<file path="config.mk">
export PLATFORM = sky130hd
export DESIGN_NAME = lsu_load_unit
export DESIGN_NICKNAME = d
export VERILOG_FILES = /design/src/rtl/lsu_load_unit.sv
export SDC_FILE = /design/constraint.sdc
export NUM_CORES = 1
export LEC_CHECK = 0
export BUFFER_PORTS_ARGS = -buffer_cell sky130_fd_sc_hd__buf_2
export CAP_MARGIN = 20
export CORE_ASPECT_RATIO = 1.25
export CORE_UTILIZATION = 55
export CTS_CLUSTER_DIAMETER = 40
export DETAILED_ROUTE_END_ITERATION = 8
export HOLD_SLACK_MARGIN = 0.12
export PLACE_DENSITY = 0.87
export SLEW_MARGIN = 20
export SYNTH_ARGS = -nofsm -noshare
export SYNTH_HDL_FRONTEND = slang
export SYNTH_SLANG_ARGS = --single-unit
</file>
<file path="constraint.sdc">
create_clock -name clk -period 6.8 [get_ports clk]
set_input_delay 1.02 -clock clk [delete_from_list [all_inputs] [get_ports clk]]
set_output_delay 1.02 -clock clk [all_outputs]
set_load 0.005 [all_outputs]
</file>
<file path="src/rtl/lsu_load_unit.sv">
// Memory-stage load engine: one outstanding aligned read; the result is extracted, extended and held for writeback.
// Latency is 3 cycles from accept to load_valid (1 cycle for a fault that needs no bus access); every handshake may stall.
module lsu_load_unit #(
  parameter int XLEN = 64
) (
  input  logic            clk,
  input  logic            rst,
  input  logic            req_valid,
  output logic            req_ready,
  input  logic [XLEN-1:0] req_addr,
  input  logic [2:0]      req_funct3,
  input  logic [4:0]      req_rd,
  output logic            mem_ar_valid,
  input  logic            mem_ar_ready,
  output logic [XLEN-1:0] mem_ar_addr,
  input  logic            mem_r_valid,
  output logic            mem_r_ready,
  input  logic [XLEN-1:0] mem_r_data,
  input  logic            mem_r_err,
  output logic            load_valid,
  input  logic            load_ready,
  output logic [XLEN-1:0] load_data,
  output logic [4:0]      load_rd,
  output logic            load_fault,
  output logic [1:0]      load_cause
);

  typedef enum logic [1:0] {
    IDLE = 2'd0,
    ADDR = 2'd1,
    DATA = 2'd2,
    DONE = 2'd3
  } state_t;

  localparam logic [1:0] CAUSE_NONE    = 2'd0;
  localparam logic [1:0] CAUSE_MISALGN = 2'd1;
  localparam logic [1:0] CAUSE_ACCESS  = 2'd2;
  localparam logic [1:0] CAUSE_ILLEGAL = 2'd3;

  state_t          state, state_d;
  logic [XLEN-1:0] addr_q;
  logic [2:0]      funct3_q;
  logic [4:0]      rd_q;
  logic [XLEN-1:0] data_q;
  logic [1:0]      cause_q;

  logic            accept;
  logic            beat;
  logic            req_illegal;
  logic            req_misaligned;
  logic [XLEN-1:0] shifted;
  logic [XLEN-1:0] extracted;

  // Request screening: funct3[1:0] encodes the access size for every legal load.
  always_comb begin
    req_illegal    = (req_funct3 == 3'b111);
    req_misaligned = 1'b0;
    case (req_funct3[1:0])
      2'b01:   req_misaligned = req_addr[0];
      2'b10:   req_misaligned = (req_addr[1:0] != 2'b00);
      2'b11:   req_misaligned = (req_addr[2:0] != 3'b000);
      default: req_misaligned = 1'b0;
    endcase
  end

  always_ff @(posedge clk or posedge rst) begin
    if (rst) begin
      state <= IDLE;
    end else begin
      state <= state_d;
    end
  end

  always_comb begin
    state_d      = state;
    req_ready    = 1'b0;
    mem_ar_valid = 1'b0;
    mem_r_ready  = 1'b0;
    load_valid   = 1'b0;
    accept       = 1'b0;
    beat         = 1'b0;
    case (state)
      IDLE: begin
        req_ready = 1'b1;
        if (req_valid) begin
          accept  = 1'b1;
          state_d = (req_illegal || req_misaligned) ? DONE : ADDR;
        end
      end
      ADDR: begin
        mem_ar_valid = 1'b1;
        if (mem_ar_ready) begin
          state_d = DATA;
        end
      end
      DATA: begin
        mem_r_ready = 1'b1;
        if (mem_r_valid) begin
          beat    = 1'b1;
          state_d = DONE;
        end
      end
      DONE: begin
        load_valid = 1'b1;
        if (load_ready) begin
          state_d = IDLE;
        end
      end
      default: state_d = IDLE;
    endcase
  end

  // Bring the addressed bytes down to bit 0, then extend by access type.
  always_comb begin
    shifted   = mem_r_data >> {addr_q[2:0], 3'b000};
    extracted = '0;
    case (funct3_q)
      3'b000:  extracted = {{(XLEN-8){shifted[7]}}, shifted[7:0]};
      3'b001:  extracted = {{(XLEN-16){shifted[15]}}, shifted[15:0]};
      3'b010:  extracted = {{(XLEN-32){shifted[31]}}, shifted[31:0]};
      3'b011:  extracted = shifted;
      3'b100:  extracted = {{(XLEN-8){1'b0}}, shifted[7:0]};
      3'b101:  extracted = {{(XLEN-16){1'b0}}, shifted[15:0]};
      3'b110:  extracted = {{(XLEN-32){1'b0}}, shifted[31:0]};
      default: extracted = '0;
    endcase
  end

  always_ff @(posedge clk or posedge rst) begin
    if (rst) begin
      addr_q   <= '0;
      funct3_q <= 3'b000;
      rd_q     <= 5'd0;
      data_q   <= '0;
      cause_q  <= CAUSE_NONE;
    end else if (accept) begin
      addr_q   <= req_addr;
      funct3_q <= req_funct3;
      rd_q     <= req_rd;
      data_q   <= '0;
      if (req_illegal) begin
        cause_q <= CAUSE_ILLEGAL;
      end else if (req_misaligned) begin
        cause_q <= CAUSE_MISALGN;
      end else begin
        cause_q <= CAUSE_NONE;
      end
    end else if (beat) begin
      if (mem_r_err) begin
        cause_q <= CAUSE_ACCESS;
        data_q  <= '0;
      end else begin
        data_q  <= extracted;
      end
    end
  end

  assign mem_ar_addr = {addr_q[XLEN-1:3], 3'b000};
  assign load_data   = data_q;
  assign load_rd     = rd_q;
  assign load_fault  = (cause_q != CAUSE_NONE);
  assign load_cause  = cause_q;

  // Held payloads must not move while the consumer stalls.
  property p_ar_hold;
    @(posedge clk) disable iff (rst)
      (mem_ar_valid && !mem_ar_ready) |=> (mem_ar_valid && $stable(mem_ar_addr));
  endproperty
  a_ar_hold: assert property (p_ar_hold);

  property p_load_hold;
    @(posedge clk) disable iff (rst)
      (load_valid && !load_ready) |=>
        (load_valid && $stable(load_data) && $stable(load_rd) && $stable(load_cause));
  endproperty
  a_load_hold: assert property (p_load_hold);

endmodule
</file>
==> results of run 1 <==
[state kept, by name, indices dropped and copies added, names as in the netlist]
name,flops
load_cause,2
state,2
addr_q,64
load_rd,5
load_data,64
funct3_q,3
[metal layers]
| layer | up-vias | share of wire [%] | wire length (um) |
|---|---|---|---|
| met3 | 72 | 8.6 | 1960 |
| met1 | 3142 | 38 | 8650 |
| li1 | 3011 | - | - |
| met4 | 0 | 4.8 | 1090 |
| met5 | - | 0 | 0 |
| met2 | 415 | 48 | 11000 |
[through the flow]
stage                     cells  hold slack, ps  setup slack, ps  cell area [sq um]  total power (uW)
final                      1116             472             3440               9590              4460
after detailed placement   1082             465             3160               8980              3500
after global routing       1116             505             3200               9590              4720
after CTS                  1114             479             3460               9580              4460
after floorplan             743             473             2030               8100              3090
after global placement     1082             458             3230               8980              3440
[cell families after synthesis]
logic type | Yosys count | share of synthesized area (%)
AO/OA/AOI/OAI | 185 | 18.0
multiplexers | 152 | 20.2
flip-flops | 140 | 43.3
buffers and inverters | 134 | 10.4
AND/OR/NAND/NOR | 125 | 7.41
adder cells (fa/ha/maj) | 4 | 0.619
other | 1 | 0.0463
[final timing paths]
kind / from / slack, ps / to / depth (start not counted)
setup / recovery: state[0] / 3440 / load_data[24] / 8
hold / removal: load_data[0] / 470 / load_data[0] / 2
setup reg to reg: state[0] / 3440 / load_data[24] / 8
hold reg to reg: load_data[0] / 470 / load_data[0] / 2
max in group asynchronous: rst / 5000 / addr_q[1] / 3
min in group asynchronous: rst / 650 / addr_q[29] / 2
[worst reg2reg max path, cell delays in order, from the launching register on]
cell	delay [ps]
dfrtp_1	410
inv_1	110
ha_1	260
and2_4	820
nor2_2	120
nand4_1	140
buf_4	550
nor2_1	440
a221o_1	400
[area by class of cell]
class	count	area, sq um	share of cell area [%]
flip-flops and latches	140	3510	36.6
clock inverters	15	175	1.83
clock buffers	17	425	4.44
diodes	2	5.00	0.0522
well taps	178	223	2.32
inverters	9	38.8	0.405
multi-input cells	469	3760	39.2
repair buffers	286	1450	15.2
[layout by cell type (no fill, tap or decap), types with 9 or more instances in the layout]
cell / count
o21ai_0: 27
nor2b_1: 9
nand2b_1: 12
a221o_1: 16
dfrtp_1: 138
a22oi_1: 30
buf_2: 279
a211oi_1: 12
mux2i_1: 72
o22ai_1: 16
nor2_1: 12
clkbuf_16: 17
o21a_1: 10
a21oi_1: 13
mux2_2: 79
a22oi_2: 31
nand2_1: 65
[where the power goes]
group	internal, uW	total, uW	switching [uW]
Sequential	1180	1410	234
Clock	554	957	403
Combinational	941	2090	1150
==> run metrics, run 1 <==
clock transition time at the flip-flop clock pins of the worst setup and hold paths=70 ps; Post-synth top cells=dfrtp_1 (140), mux2_2 (79), buf_4 (73); Crit path required time=7110 ps; Worst-Margin Slew=1050 ps; Area contributors post-synth=dfrtp_1 (43%), mux2_2 (11%), mux2i_1 (8.9%); fillcell total=1100; Leak=0.00459 uW; number of antenna violations at the first check in global routing=2; Post-synth EDFFs=0; Max IR drop VDD=0.293 mV; Gate Count Post-Synth=741; CP Class=reg -> reg; Starting Density=56.2%; Top Usage Layer GRT=met2; max-cap violations=0; layout cell share with drive strength beyond 1=47.4%; worst min path class=reg -> reg; CORE AREA=14400 sq um; Avg Vias per Cell=5.95; met3 Use GR=6.64%; status=completed; TritonCTS clock tree=done; Slew Limit Fails=0; Mean Syn Cell Area=10.9 sq um; most numerous cell in the Yosys netlist=dfrtp_1; Relative slew margins=29.7%; crit start category=flip-flop; ANT nets after route=0; Fin Clk Skew=15.7 ps; grt met1 use=36.5%; Slowest cell on crit path=and2_4; post-route clock period utilization=49.5%; Crit. End Element=flip-flop; post-synth top area cell=dfrtp_1; CP delay by family, top=simple AND/OR/NAND/NOR gates; Die X=110 um; First DRT Iteration DRCs=513; via count=6640; CTS Buffer Depth=2; TritonCTS sink count=140; DR WL/cell=20.3 um; TritonCTS Buffers=17; CP peak stage delay=820 ps; Setup TNS Final=0 ps; GRT Util Overall=30.0%; critical-path cell list=inv_1, ha_1, and2_4, nor2_2, nand4_1, buf_4, nor2_1, a221o_1; Layout Utilization=66.5%; unrepaired setup endpoints after global routing=no; Synth cell types=49; Peak Freq=0.297 GHz; DPL Wire Length=16800 um; area of the mapped netlist=8090 sq um; vias in the first global route=6327; CTS hold repair buffers=0; global-route wire length before repair=34800 um; routed wire length=22600 um; flops & latches, synth=140; post-synthesis async set-or-reset flop share=100%; Final Hold Fails=0; RePlAce Congestion=0.918; grt total ovfl=0; Resized cells post-CTS=0; nets=1070; WP buf/inv=2; TritonRoute pass-1 iters=5; H-tree depth=4; setup repair bufs after CTS=0; # setup viols final=0; GR Util met2=49.7%; die area=15200 sq um; number of port buffers=279; IO Pins=283; dominant synthesized flop cell=dfrtp_1; area delta synth->final=18.5%; Final min period=3360 ps; CP Data Arrival Time=3670 ps; Pwr Density=465 nW/um^2; Max Fanout on Critical Path=76; Worst-Skew Late Latency=420 ps; row cnt=49; Synth Warn #=0; top-area cell type share of the netlist area=43.3%; # DRC=0; largest net degree at the start of global routing=83; Root Driver=clkbuf_16; sequential share of the synthesized area=43.3%; Chip Height=138 um
No activity file was read; power rests on OpenSTA's default activity.
==> run 2, diff against run 1 <==
--- a/config.mk
+++ b/config.mk
@@ -5,14 +5,15 @@
 export SDC_FILE = /design/constraint.sdc
 export NUM_CORES = 1
 export LEC_CHECK = 0
+export ABC_AREA = 1
 export BUFFER_PORTS_ARGS = -buffer_cell sky130_fd_sc_hd__buf_2
 export CAP_MARGIN = 20
 export CORE_ASPECT_RATIO = 1.25
-export CORE_UTILIZATION = 55
+export CORE_UTILIZATION = 46
 export CTS_CLUSTER_DIAMETER = 40
 export DETAILED_ROUTE_END_ITERATION = 8
 export HOLD_SLACK_MARGIN = 0.12
-export PLACE_DENSITY = 0.87
+export PLACE_DENSITY = 0.77
 export SLEW_MARGIN = 20
 export SYNTH_ARGS = -nofsm -noshare
 export SYNTH_HDL_FRONTEND = slang
==> constraint.sdc (replaced) <==
create_clock -name clk -period 3 [get_ports clk]
set_input_delay 0.45 -clock clk [delete_from_list [all_inputs] [get_ports clk]]
set_output_delay 0.45 -clock clk [all_outputs]
set_load 0.005 [all_outputs]
==> run 2 against run 1 <==
Against the previous run: final area grew 1.7%; register-to-register slack lost 2600 ps; largest power group unchanged; critical path type unchanged; non-clock buffer count grew 12.
==> run metrics, run 2 <==
Slew Limit Fails=0 (unchanged); top-area cell type share of the netlist area=43.3% (about the same); CP Class=reg -> reg; Setup TNS Final=0 ps (unchanged); setup repair bufs after CTS=0 (unchanged); WP buf/inv=3 (+1); post-route clock period utilization=72.7% (+23 points); flops & latches, synth=140 (unchanged); TritonCTS Buffers=17 (unchanged); largest family of logic cells by synthesized area=simple AND/OR/NAND/NOR gates; layout cell share with drive strength beyond 1=25.4% (-22 points); CP delay by family, top=simple AND/OR/NAND/NOR gates; Resized cells post-CTS=0 (unchanged); sequential share of the synthesized area=43.3% (about the same); WP depth=9 (+1); combinational fraction of design power=48.4% (+1.5 points); number of antenna violations at the first check in global routing=0 (-2); via count=8055 (+21%); Clk pwr share=20.8% (-0.7 points); ANT nets after route=0 (unchanged); Max IR drop VDD=0.559 mV (+91%); Seq pwr share=30.8% (-0.8 points); CP Data Arrival Time=2550 ps (-1120 ps); Area contributors post-synth=dfrtp_1 (43%), nand2_1 (27%), buf_4 (5.9%); number of port buffers=279 (unchanged); internal power=5900 uW (+120%); TritonCTS sink count=140 (unchanged); fillcell total=1697 (+54%); Leak=0.00575 uW (+25%); CTS Buffer Depth=2 (unchanged); TritonRoute pass-1 iters=6 (+1); DR WL/cell=15.9 um (-22%); largest net degree at the start of global routing=141 (+70%); Slowest cell on crit path=nor3_4; Final min period=2180 ps (-1180 ps); Reg2Reg Setup Slack=820 ps (-2620 ps); Synth Area in Simple Gates=34.1% (+27 points); Worst Setup SP=state[0]; Peak Freq=0.459 GHz (+54%); Crit. End Element=flip-flop; die area=18100 sq um (+19%); RR Endpoint=load_data[2]; worst r2r path cells=9 (+1); crit path capture=load_data[2]; post-synth top area cell=dfrtp_1; Chip Height=150 um (+9.2%); unrepaired setup endpoints after global routing=no; Worst-Skew Late Latency=440 ps (+20 ps); Synth Area in Compound Gates=10.2% (-7.8 points); row cnt=53 (+8.2%); most numerous cell in the Yosys netlist=nand2_1; Synth Warn #=0 (unchanged); Fin Clk Skew=17.7 ps (+2.05 ps); vias in the first global route=7417 (+17%); hold_ws=148 ps (-324 ps); post-synthesis xor/xnor area fraction=0% (unchanged); # setup viols final=0 (unchanged); First DRT Iteration DRCs=840 (+64%); dominant synthesized flop cell=dfrtp_1; commonest non-fill, non-tap cell in the layout=nand2_1; global-route wire length before repair=38900 um (+12%); Root Driver=clkbuf_16; CP peak stage delay=520 ps (-300 ps); Crit path required time=3370 ps (-3740 ps); Max Fanout on Critical Path=14 (-82%); sw frac=44.8% (+4.7 points); area of the mapped netlist=8090 sq um (about the same); clock transition time at the flip-flop clock pins of the worst setup and hold paths=70 ps (about the same); CORE AREA=17000 sq um (+18%); Avg Vias per Cell=5.13 (-14%); ant diodes=0 (-2); Die X=121 um (+9.1%); area delta synth->final=20.6%; Post-synth EDFFs=0 (unchanged); status=completed; grt total ovfl=0 (unchanged); nets=1483 (+39%); Gate Count Post-Synth=1156 (+56%); Starting Density=47.6% (-8.5 points); final cell count without fillers=1569 (+41%); H-tree depth=4 (unchanged); # DRC=0 (unchanged); Relative slew margins=45.8% (+16 points); IO Pins=283 (unchanged); DPL Wire Length=18000 um (+7.2%); Worst-Margin Slew=813 ps (-237 ps); Synth cell types=29 (-41%); worst min path class=in -> async; Critical R2R Launch=state[0]; TritonCTS clock tree=done; Post-synth top cells=nand2_1 (578), dfrtp_1 (140), o21ai_0 (75); Pwr Density=1090 nW/um^2 (+140%); Placed Cells=1537 (+42%); switching pwr=4780 uW (+170%); Mean Syn Cell Area=7.00 sq um (-36%); GRT Util Overall=28.2% (-1.8 points); Synth Area in Adders=0.619% (about the same); critical-path cell list=inv_1, ha_1, nand2_2, inv_2, or2_1, nor3_4, buf_4, o211ai_1, nand2_1; RePlAce Congestion=0.926 (+0.84%); post-synthesis mux area share=0% (-20 points); commonest non-fill, non-tap cells in the layout=nand2_1 (578), buf_2 (279), dfrtp_1 (139), o21ai_0 (75), nand3_1 (44); post-synthesis async set-or-reset flop share=100% (unchanged); Final Hold Fails=0 (unchanged); CTS hold repair buffers=0 (unchanged); crit start category=flip-flop; routed wire length=25000 um (+10%); max-cap violations=0 (unchanged)
-- run 2: cell count changes in the layout (fill, tap and decap cells not counted), moves of 30 or more --
cell | before | now
nand2_1 | 65 | 578
mux2_2 | 79 | 0
nand4_1 | 3 | 37
a22oi_1 | 30 | 0
nand3_1 | 7 | 44
mux2i_1 | 72 | 0
a22oi_2 | 31 | 0
o21ai_0 | 27 | 75
-- run 2: layout make-up --
| type | instances | area, sq um | area share [%] |
|---|---|---|---|
| multi-input cells | 839 | 3640 | 37.3 |
| flip-flops and latches | 140 | 3500 | 35.9 |
| repair buffers | 298 | 1560 | 16.0 |
| clock buffers | 17 | 425 | 4.36 |
| well taps | 220 | 275 | 2.82 |
| clock inverters | 15 | 191 | 1.96 |
| inverters | 40 | 154 | 1.58 |
-- run 2: layer usage --
| layer | global-route usage (%) | vias to the layer above | share of wire [%] |
|---|---|---|---|
| li1 | - | 3988 | - |
| met1 | 35.0 | 3628 | 40 |
| met2 | 47.4 | 394 | 49 |
| met3 | 5.80 | 45 | 7.9 |
| met4 | 12.3 | 0 | 3.3 |
| met5 | 0 | - | 0 |
-- run 2: tightest hold or removal path, cell delays in order --
cell and delay (ps):
buf_2 110, clkinvlp_4 70, buf_12 440
-- run 2: stage by stage --
stage / utilization, % / cell area (sq um) / power [uW] / setup slack, ps
after CTS: 57.5 / 9750 / 10700 / 834
final: 57.5 / 9750 / 10700 / 820
after global placement: 53.8 / 9140 / 8330 / 928
after detailed placement: 53.8 / 9140 / 8430 / 850
after floorplan: - / 8100 / 7010 / 801
after global routing: 57.5 / 9750 / 11600 / 620
-- run 2: power by group through the flow --
| stage | Sequential (uW) | Combinational [uW] | Clock (uW) |
|---|---|---|---|
| after floorplan | 3220 | 3790 | 0 |
| after global placement | 3280 | 5050 | 0 |
| after detailed placement | 3290 | 5140 | 0 |
| after CTS | 3290 | 5160 | 2250 |
| after global routing | 3390 | 5810 | 2350 |
| final | 3290 | 5170 | 2220 |
-- run 2: how the worst min path moves through the flow --
stage,endpoint,depth (start not counted),slack (ps)
2_1_floorplan,addr_q[10],2,450
3_3_place_gp,load_rd[0],2,460
3_5_place_dp,addr_q[18],2,460
4_1_cts,addr_q[49],3,190
5_1_grt,addr_q[4],3,200
6_report,load_data[3],3,150
-- run 2: kinds of logic (layout without fill, tap and decap cells) --
group	Yosys count	after routing
DFF	140	140
and+or+nand+nor	686	686
buffers and inverters	179	370
adders and majority gates	4	4
other	1	3
AOI/OAI and AO/OA	146	146
